===== src/rtl/fft_result_reader_if.sv =====
// Output stream of the FFT result reader: {I,Q} word, natural bin index and last flag under valid/ready.
// Optional magnitude field m_mag exists only when FFT_READER_MAG_EN is defined.
interface fft_result_reader_if #(
    parameter int N          = 64,
    parameter int DATA_WIDTH = 8
);
    localparam int AW = $clog2(N);

    logic                    m_valid;
    logic                    m_ready;
    logic [2*DATA_WIDTH-1:0] m_data;
    logic [AW-1:0]           m_index;
    logic                    m_last;
`ifdef FFT_READER_MAG_EN
    logic [2*DATA_WIDTH:0]   m_mag;
`endif

    modport master (
        input  m_ready,
        output m_valid,
        output m_data,
        output m_index,
`ifdef FFT_READER_MAG_EN
        output m_mag,
`endif
        output m_last
    );

    modport slave (
        output m_ready,
        input  m_valid,
        input  m_data,
        input  m_index,
`ifdef FFT_READER_MAG_EN
        input  m_mag,
`endif
        input  m_last
    );
endinterface


===== src/rtl/fft_result_reader.sv =====
// Drains an N-point FFT result from the ping-pong result RAM in natural bin order through a 4-entry FIFO.
// Optional feature macro: FFT_READER_MAG_EN adds m_mag = I*I + Q*Q carried alongside each word.
module fft_result_reader #(
    parameter int N           = 64,
    parameter int DATA_WIDTH  = 8,
    parameter int BIT_REVERSE = 1
) (
    input  logic                    clk,
    input  logic                    rst_n,
    input  logic                    start,
    input  logic                    bank_sel,
    output logic                    busy,
    output logic                    done,
    output logic                    ram_en,
    output logic                    ram_sel,
    output logic [$clog2(N)-1:0]    ram_addr,
    input  logic [2*DATA_WIDTH-1:0] ram_dout,
    fft_result_reader_if.master     m
);
    localparam int AW    = $clog2(N);
    localparam int WW    = 2 * DATA_WIDTH;
    localparam int DEPTH = 4;

    typedef enum logic [1:0] {
        S_IDLE  = 2'd0,
        S_READ  = 2'd1,
        S_DRAIN = 2'd2
    } state_t;

    typedef struct packed {
        logic [WW-1:0] data;
        logic [AW-1:0] idx;
        logic          last;
`ifdef FFT_READER_MAG_EN
        logic [WW:0]   mag;
`endif
    } entry_t;

    function automatic logic [AW-1:0] rd_addr(input logic [AW-1:0] k);
        logic [AW-1:0] r;
        for (int i = 0; i < AW; i++) begin
            r[i] = k[AW-1-i];
        end
        return (BIT_REVERSE != 0) ? r : k;
    endfunction

`ifdef FFT_READER_MAG_EN
    function automatic logic [WW:0] mag_of(input logic [WW-1:0] w);
        logic signed [DATA_WIDTH-1:0] i_s;
        logic signed [DATA_WIDTH-1:0] q_s;
        logic signed [WW-1:0]         ii;
        logic signed [WW-1:0]         qq;
        i_s = w[WW-1:DATA_WIDTH];
        q_s = w[DATA_WIDTH-1:0];
        ii  = i_s * i_s;
        qq  = q_s * q_s;
        return {1'b0, ii} + {1'b0, qq};
    endfunction
`endif

    state_t        state_q, state_d;
    logic [AW-1:0] k_q, k_d;
    logic          busy_q, busy_d;
    logic          done_q, done_d;
    logic          ram_en_q, ram_en_d;
    logic          ram_sel_q, ram_sel_d;
    logic [AW-1:0] ram_addr_q, ram_addr_d;
    logic [AW-1:0] issue_idx_q, issue_idx_d;
    logic          rdp_q, rdp_d;
    logic [AW-1:0] rdp_idx_q, rdp_idx_d;
    entry_t        fifo_q [DEPTH];
    entry_t        fifo_d [DEPTH];
    logic [2:0]    count_q, count_d;
    logic          valid_q, valid_d;

    logic          pop_s;
    logic          credit_s;
    logic [2:0]    count_eff_s;
    entry_t        new_entry_s;

    // FIFO: pops shift toward the head so the head entry is always slot 0
    always_comb begin
        pop_s            = valid_q && m.m_ready;
        count_eff_s      = count_q - {2'b00, pop_s};
        new_entry_s.data = ram_dout;
        new_entry_s.idx  = rdp_idx_q;
        new_entry_s.last = (rdp_idx_q == AW'(N - 1));
`ifdef FFT_READER_MAG_EN
        new_entry_s.mag  = mag_of(ram_dout);
`endif
        for (int i = 0; i < DEPTH - 1; i++) begin
            fifo_d[i] = pop_s ? fifo_q[i+1] : fifo_q[i];
        end
        fifo_d[DEPTH-1] = pop_s ? '0 : fifo_q[DEPTH-1];
        if (rdp_q) begin
            fifo_d[count_eff_s[1:0]] = new_entry_s;
            count_d                  = count_eff_s + 3'd1;
        end else begin
            count_d = count_eff_s;
        end
        valid_d  = (count_d != 3'd0);
        // reads already in flight will land in the FIFO, so they consume credit now
        credit_s = (count_eff_s + {2'b00, ram_en_q} + {2'b00, rdp_q}) < 3'd4;
    end

    // Drain FSM: read issue, bank latch and completion
    always_comb begin
        state_d     = state_q;
        k_d         = k_q;
        busy_d      = busy_q;
        done_d      = 1'b0;
        ram_en_d    = 1'b0;
        ram_sel_d   = ram_sel_q;
        ram_addr_d  = ram_addr_q;
        issue_idx_d = issue_idx_q;
        rdp_d       = ram_en_q;
        rdp_idx_d   = issue_idx_q;
        case (state_q)
            S_IDLE: begin
                // bin 0 is issued on the start edge itself to reach the two-cycle first-word latency
                if (start) begin
                    ram_sel_d   = bank_sel;
                    busy_d      = 1'b1;
                    ram_en_d    = 1'b1;
                    ram_addr_d  = rd_addr({AW{1'b0}});
                    issue_idx_d = {AW{1'b0}};
                    k_d         = AW'(1);
                    state_d     = S_READ;
                end else begin
                    state_d = S_IDLE;
                end
            end
            S_READ: begin
                if (credit_s) begin
                    ram_en_d    = 1'b1;
                    ram_addr_d  = rd_addr(k_q);
                    issue_idx_d = k_q;
                    k_d         = k_q + AW'(1);
                    if (k_q == AW'(N - 1)) begin
                        state_d = S_DRAIN;
                    end else begin
                        state_d = S_READ;
                    end
                end else begin
                    ram_en_d = 1'b0;
                end
            end
            S_DRAIN: begin
                if (pop_s && fifo_q[0].last) begin
                    done_d  = 1'b1;
                    busy_d  = 1'b0;
                    k_d     = {AW{1'b0}};
                    state_d = S_IDLE;
                end else begin
                    state_d = S_DRAIN;
                end
            end
            default: begin
                state_d = S_IDLE;
                busy_d  = 1'b0;
            end
        endcase
    end

    // State and datapath registers
    always_ff @(posedge clk or negedge rst_n) begin
        if (!rst_n) begin
            state_q     <= S_IDLE;
            k_q         <= {AW{1'b0}};
            busy_q      <= 1'b0;
            done_q      <= 1'b0;
            ram_en_q    <= 1'b0;
            ram_sel_q   <= 1'b0;
            ram_addr_q  <= {AW{1'b0}};
            issue_idx_q <= {AW{1'b0}};
            rdp_q       <= 1'b0;
            rdp_idx_q   <= {AW{1'b0}};
            count_q     <= 3'd0;
            valid_q     <= 1'b0;
            for (int i = 0; i < DEPTH; i++) begin
                fifo_q[i] <= '0;
            end
        end else begin
            state_q     <= state_d;
            k_q         <= k_d;
            busy_q      <= busy_d;
            done_q      <= done_d;
            ram_en_q    <= ram_en_d;
            ram_sel_q   <= ram_sel_d;
            ram_addr_q  <= ram_addr_d;
            issue_idx_q <= issue_idx_d;
            rdp_q       <= rdp_d;
            rdp_idx_q   <= rdp_idx_d;
            count_q     <= count_d;
            valid_q     <= valid_d;
            for (int i = 0; i < DEPTH; i++) begin
                fifo_q[i] <= fifo_d[i];
            end
        end
    end

    assign busy      = busy_q;
    assign done      = done_q;
    assign ram_en    = ram_en_q;
    assign ram_sel   = ram_sel_q;
    assign ram_addr  = ram_addr_q;
    assign m.m_valid = valid_q;
    assign m.m_data  = fifo_q[0].data;
    assign m.m_index = fifo_q[0].idx;
    assign m.m_last  = fifo_q[0].last;
`ifdef FFT_READER_MAG_EN
    assign m.m_mag   = fifo_q[0].mag;
`endif
endmodule

===== src/flat_wrapper.sv =====
// flat-port wrapper written by rule: the top's interface ports become plain ports
module fft_result_reader_flat 
#(
    parameter int N           = 64,
    parameter int DATA_WIDTH  = 8,
    parameter int BIT_REVERSE = 1
)
  (clk, rst_n, start, bank_sel, busy, done, ram_en, ram_sel, ram_addr, ram_dout, m_m_ready, m_m_valid, m_m_data, m_m_index, m_m_last);
  fft_result_reader_if #(.N(N), .DATA_WIDTH(DATA_WIDTH)) m_i ();
  input  logic clk;
  input  logic rst_n;
  input  logic start;
  input  logic bank_sel;
  output logic busy;
  output logic done;
  output logic ram_en;
  output logic ram_sel;
  output logic [$clog2(N)-1:0] ram_addr;
  input  logic [2*DATA_WIDTH-1:0] ram_dout;
  input wire logic [$bits(m_i.m_ready)-1:0] m_m_ready;
  output wire logic [$bits(m_i.m_valid)-1:0] m_m_valid;
  output wire logic [$bits(m_i.m_data)-1:0] m_m_data;
  output wire logic [$bits(m_i.m_index)-1:0] m_m_index;
  output wire logic [$bits(m_i.m_last)-1:0] m_m_last;
  assign m_i.m_ready = m_m_ready;
  assign m_m_valid = m_i.m_valid;
  assign m_m_data = m_i.m_data;
  assign m_m_index = m_i.m_index;
  assign m_m_last = m_i.m_last;
  fft_result_reader #(.N(N), .DATA_WIDTH(DATA_WIDTH), .BIT_REVERSE(BIT_REVERSE)) u_core (.clk(clk), .rst_n(rst_n), .start(start), .bank_sel(bank_sel), .busy(busy), .done(done), .ram_en(ram_en), .ram_sel(ram_sel), .ram_addr(ram_addr), .ram_dout(ram_dout), .m(m_i));
endmodule

===== config.mk =====
export PLATFORM = sky130hd
export DESIGN_NAME = fft_result_reader_flat
export DESIGN_NICKNAME = d
export VERILOG_FILES = /design/src/rtl/fft_result_reader_if.sv /design/src/rtl/fft_result_reader.sv /design/src/flat_wrapper.sv
export SDC_FILE = /design/constraint.sdc
export NUM_CORES = 1
export LEC_CHECK = 0
export ABC_CLOCK_PERIOD_IN_PS = 3300
export CORE_ASPECT_RATIO = 0.8
export CORE_MARGIN = 1
export CORE_UTILIZATION = 55
export DETAILED_ROUTE_END_ITERATION = 6
export MAX_ROUTING_LAYER = met4
export PLACE_DENSITY = 0.86
export SYNTH_ARGS = -nofsm -noshare
export SYNTH_HDL_FRONTEND = slang
export SYNTH_SLANG_ARGS = --single-unit

===== constraint.sdc =====
create_clock -name clk -period 3.3 [get_ports clk]
set_input_delay 0.495 -clock clk [delete_from_list [all_inputs] [get_ports clk]]
set_output_delay 0.495 -clock clk [all_outputs]
set_load 0.02 [all_outputs]

Word-level counts from Yosys, hierarchy flattened:

Cells that the tools add are included.

* flip-flop bits (word level): 127
* output and inout bits: 34
* logic and storage cells: 83

* add/subtract/negate cells: 5
* order comparisons: 3
* equality and inequality tests: 7
* muxes and demuxes: 31
* bitwise operators: 2
* reduce and logical (&&, ||, !) cells: 11

Operators by type and width (count)
* 23-bit 2-to-1 mux: 5
* 92-bit bitwise mux: 1
* 92-bit 2-to-1 mux: 1
* 23-bit demux with 2-bit select: 1
* 6-bit 2-to-1 mux: 6
* 6-bit one-hot mux with 2 select lines: 2
* 6-bit one-hot mux with 3 select lines: 1
* 6-bit == test, second input constant: 2
* 1-bit 2-to-1 mux: 7
* 3-bit by 1-bit adder with 3-bit output: 2
* 6-bit by 1-bit adder with 6-bit output, second input constant: 1
* 2-bit 2-to-1 mux: 3
* 2-bit one-hot mux with 3 select lines: 1
* 3-bit AND reduction: 2
* 3-bit nonzero test: 2
* 2-bit by 1-bit != test with 1-bit output, second input constant: 2
* 4-bit AND reduction: 1
* 3-bit by 1-bit adder with 3-bit output, second input constant: 1
* 3-bit greater-or-equal comparator, second input constant: 1
* 1-bit logical AND: 3
* 3-bit by 1-bit < comparator with 1-bit output, second input constant: 1
* 3-bit < comparator, second input constant: 1
* 3-bit 2-to-1 mux: 1
* 2-bit NOT with 3-bit output: 1
* other kinds (10): 10

Depth between registers and ports, before layout:

* depth after elaboration: 9
* mapped depth: 12
* depth with buffers taken out: 9

Least setup slack after synthesis:

OpenSTA, ideal clock, no wires.

* path kind: register -> register
* start point: reg u_core.valid_q, in the netlist u_core.m.m_valid
* end point: reg u_core.k_q[0]
* data arrival time: 2883 ps
* path slack: 292 ps
* stages on the path, launching flop included: 11
* buffers on the path: 1
* cells stage by stage: dfrtp_1 nand2_1 inv_2 clkbuf_1 ha_1 ha_1 nor3b_1 a31oi_2 xnor2_2 a211oi_4 mux2_4

* word-level cells in the longest chain between the ends: 7
* elaborated cells between the ends (all ways): 9

RTL lines
* start, declared: RTL line fft_result_reader.sv:74 `logic valid_q, valid_d;`
* start signal, assigned: RTL line fft_result_reader.sv:195 `valid_q <= valid_d;`
* 1-bit logical AND (*): RTL line fft_result_reader.sv:83 `pop_s = valid_q && m.m_ready;`
* 3-bit by 1-bit subtractor with 3-bit output: RTL line fft_result_reader.sv:84 `count_eff_s = count_q - {2'b00, pop_s};`
* 3-bit by 1-bit adder with 3-bit output (2 in a row): RTL line fft_result_reader.sv:103 `credit_s = (count_eff_s + {2'b00, ram_en_q} + {2'b00, rdp_q}) < 3'd4;`
* 3-bit < comparator: RTL line fft_result_reader.sv:103
* 2-bit by 1-bit != test with 1-bit output (no line)
* 4-bit AND reduction (no line) (*)
* end signal, assigned: RTL line fft_result_reader.sv:169 `k_q <= {AW{1'b0}};`
* end signal, assigned: RTL line fft_result_reader.sv:185 `k_q <= k_d;`
* end, declared: RTL line fft_result_reader.sv:62 `logic [AW-1:0] k_q, k_d;`

Every way passes the cells marked *; elsewhere a longest branch is shown, timed or not.
A chain may end at the register's enable or synchronous reset.

Worst setup path in the final report:

* start point: in m_m_ready
* end point: reg u_core.k_q[0]

* word-level cells in the longest chain between the ends: 7
* elaborated cells between the ends (all ways): 9

RTL lines
* start, declared: RTL line flat_wrapper.sv:20 `input wire logic [$bits(m_i.m_ready)-1:0] m_m_ready;`
* 1-bit logical AND (*): RTL line fft_result_reader.sv:83
* 3-bit by 1-bit subtractor with 3-bit output: RTL line fft_result_reader.sv:84
* 3-bit by 1-bit adder with 3-bit output (2 in a row): RTL line fft_result_reader.sv:103
* 3-bit < comparator: RTL line fft_result_reader.sv:103
* 2-bit by 1-bit != test with 1-bit output (no line)
* 4-bit AND reduction (no line) (*)

Marked as above.

==> flow_metrics.tcl <==
set metrics [dict create \
    status "finished, final reports clean" \
    setup_viol 0 \
    endpoint_kind "flip-flop" \
    place.gp.congestion 0.874 \
    port_buffers 54 \
    syn_to_final_growth_pct 19.4 \
    skew_ps 6.86 \
    worstPathRequired_ps 3590 \
    power_mw 6.35 \
    post_cts_buffers 0 \
    syn_area_sq_um 5580 \
    clk_latency_ps 410 \
    cts_buffers 17 \
    h-tree-depth 4 \
    hold_class "input pin to asynchronous set/reset pin" \
    cts_hold_buffers 0 \
    track_usage_pct 25.3 \
    leakagePower_nw 3.01 \
    cts_tree "done" \
    grt.overflow.total 0 \
    yosysUniqueCellTypes 40 \
    ys_seq_area_share_pct 54.3 \
    wl_mm 11.5 \
    rsz0062_at_grt "no" \
    cp_common_cell "ha_1" \
    die_area_sq_um 10600 \
    final_core_utilization_pct 68.5 \
    path_cells "clkdlybuf4s50_1 > nand2_1 > clkinv_2 > ha_1 > ha_1 > nor3b_1 > a31oi_2 > xnor2_2 > a211oi_4 > mux2_4" \
    worstMarginPinSlew_ps 1160 \
    root_buffer "clkbuf_16" \
    num_antenna_cells 0 \
    ys_seq_elements 121 \
    drive_gt1_share_pct 8.42 \
    syn_inst 542 \
    clock_path_buffers 2 \
    max_stage_delay_ps 430 \
    initial_utilization_pct 57.3 \
    max-cap-violations 0 \
    antenna_found_initial 0 \
    vias_per_cell 5.53 \
    die_h_microns 92.1 \
    period_needed_ps 2700 \
    final_max_slew_viol_count 0 \
    final_cell_mix "nand2_1, dfrtp_1, o21ai_0" \
    cts_resized 0 \
    cts_sinks 121 \
    postSynthAreaPerCell_sq_um 10.3 \
    rows 32 \
    fin_tns_setup_ps 0 \
    ant_nets 0 \
    peakVddDrop_mv 0.601 \
    dp_hpwl_mm 6.89 \
    drtIter0Drc 357 \
    ios 55 \
    syn_nets 572 \
    crit_type "input pin to flip-flop" \
    firstDrtPassIters 4 \
    fin_nets 599 \
    final_common_cell "nand2_1" \
    max_slew_margin_pct 22.8 \
    hold_violations 0 \
    n_fill_cell 700 \
    path_delay_family "compound AO/OA/AOI/OAI gates" \
    core_area_sq_um 9730 \
    period_share_pct 81.8 \
    clkSlewWorstSetupHoldPaths_ps 60 \
    fmax_mhz 370 \
    drt-wirelength-per-cell_microns 16.0 \
    yosysWarnings 0 \
    start_kind "input pin" \
    via_count 3969 \
    critPathMaxFanout 6 \
    grt_pass1_wl_mm 19.7 \
    slowest_stage "a211oi_4" \
    drc 0 \
    grt_max_degree 70 \
    dieWidth_microns 115 \
    crit_arrival_ps 2990 \
    grt_pass1_vias 4083 \
    powerDensity_nw_per_um2 953 \
    critPathBufInv 2 \
]
==> area by class of cell <==
class                   instances  area, sq um  share of cell area (%)
clock buffers                  19          453                    6.80
clock inverters                13          144                    2.16
inverters                       9         35.0                   0.526
multi-input cells             359         2230                    33.5
flip-flops and latches        121         3030                    45.5
well taps                     136          170                    2.55
repair buffers                 61          603                    9.05
==> power by group <==
part           internal (mW)  leakage, nW  switching, mW
Sequential              1.98         1.60          0.318
Combinational          0.900         1.13           1.31
Clock                   1.16        0.282          0.678
==> through the flow <==
| stage | setup WS, ps | area, sq um | cells | hold slack, ps |
|---|---|---|---|---|
| final | 599 | 6660 | 718 | 135 |
| after CTS | 625 | 6660 | 718 | 159 |
| after detailed placement | 213 | 6060 | 686 | 406 |
| after global placement | 293 | 6060 | 686 | 403 |
| after floorplan | 292 | 5580 | 542 | 199 |
| after global routing | 425 | 6660 | 718 | 191 |
==> kinds of logic after synthesis <==
family	count (synthesis)	synth area share, %
compound gates	116	11.8
xor+xnor	5	0.920
fa+ha+maj	9	2.02
flops	121	54.3
simple gates	153	11.4
mux	76	13.8
buf+inv	62	5.76
==> metal layers <==
metal	wire length (microns)	GRT usage, %
met3	592	6.41
met1	5060	31.6
met4	112	7.79
met5	0	-
met2	5730	40.6
==> path summary, 6_finish.rpt <==
check	start	to	slack, ps	cells after the start
min	rst_n	u_core.done$_DFF_PN0_	130	1
min in group clk	u_core.ram_addr[3]$_DFFE_PN0P_	u_core.rdp_idx_q[2]$_DFF_PN0_	420	0
min reg2reg	u_core.ram_addr[3]$_DFFE_PN0P_	u_core.rdp_idx_q[2]$_DFF_PN0_	420	0
max in group asynchronous	rst_n	u_core.m.m_index[2]$_DFF_PN0_	2370	2
max reg2reg	u_core.m.m_valid$_DFF_PN0_	u_core.k_q[0]$_DFFE_PN0P_	710	9
max	m_m_ready	u_core.k_q[0]$_DFFE_PN0P_	600	10
==> cells in the mapped netlist <==
master | instances | area [sq um]
nand2_1 | 123 | 462
dfrtp_1 | 121 | 3030
o21ai_0 | 94 | 470
mux2i_1 | 74 | 741
clkbuf_1 | 23 | 86.3
buf_4 | 22 | 165
ha_1 | 9 | 113
inv_1 | 8 | 30.0
nor2_1 | 7 | 26.3
a22o_1 | 6 | 52.6
nand3_1 | 6 | 30.0
buf_2 | 5 | 25.0
a31oi_1 | 4 | 25.0
and3_1 | 4 | 25.0
a21oi_1 | 3 | 15.0
buf_1 | 3 | 11.3
xor2_1 | 3 | 26.3
and2_1 | 2 | 12.5
nand2b_1 | 2 | 12.5
nor4b_1 | 2 | 17.5
o32ai_1 | 2 | 17.5
a2111o_1 | 1 | 11.3
a211oi_4 | 1 | 20.0
a2bb2oi_1 | 1 | 8.76
a31oi_2 | 1 | 12.5
a32o_1 | 1 | 10.0
inv_2 | 1 | 3.75
mux2_2 | 1 | 11.3
mux2_4 | 1 | 15.0
nand4_1 | 1 | 6.26
nor2b_1 | 1 | 6.26
nor3_2 | 1 | 10.0
nor3b_1 | 1 | 7.51
nor4bb_1 | 1 | 10.0
o21a_1 | 1 | 7.51
o21ai_2 | 1 | 8.76
or2_2 | 1 | 6.26
or3_1 | 1 | 6.26
xnor2_1 | 1 | 8.76
xnor2_2 | 1 | 16.3
==> flip-flops by register name (all words and copies together) (netlist names) <==
register and count:
u_core.done 1, u_core.rdp_q 1, u_core.k_q 6, u_core.m.m_data 16, u_core.rdp_idx_q 6, u_core.ram_addr 5
u_core.ram_en 1, u_core.count_q 3, u_core.m.m_last 1, u_core.m.m_valid 1, u_core.ram_sel 1, u_core.issue_idx_q 1
u_core.fifo_q 69, u_core.state_q 2, u_core.busy 1, u_core.m.m_index 6
(Power assumes the default switching activity.)
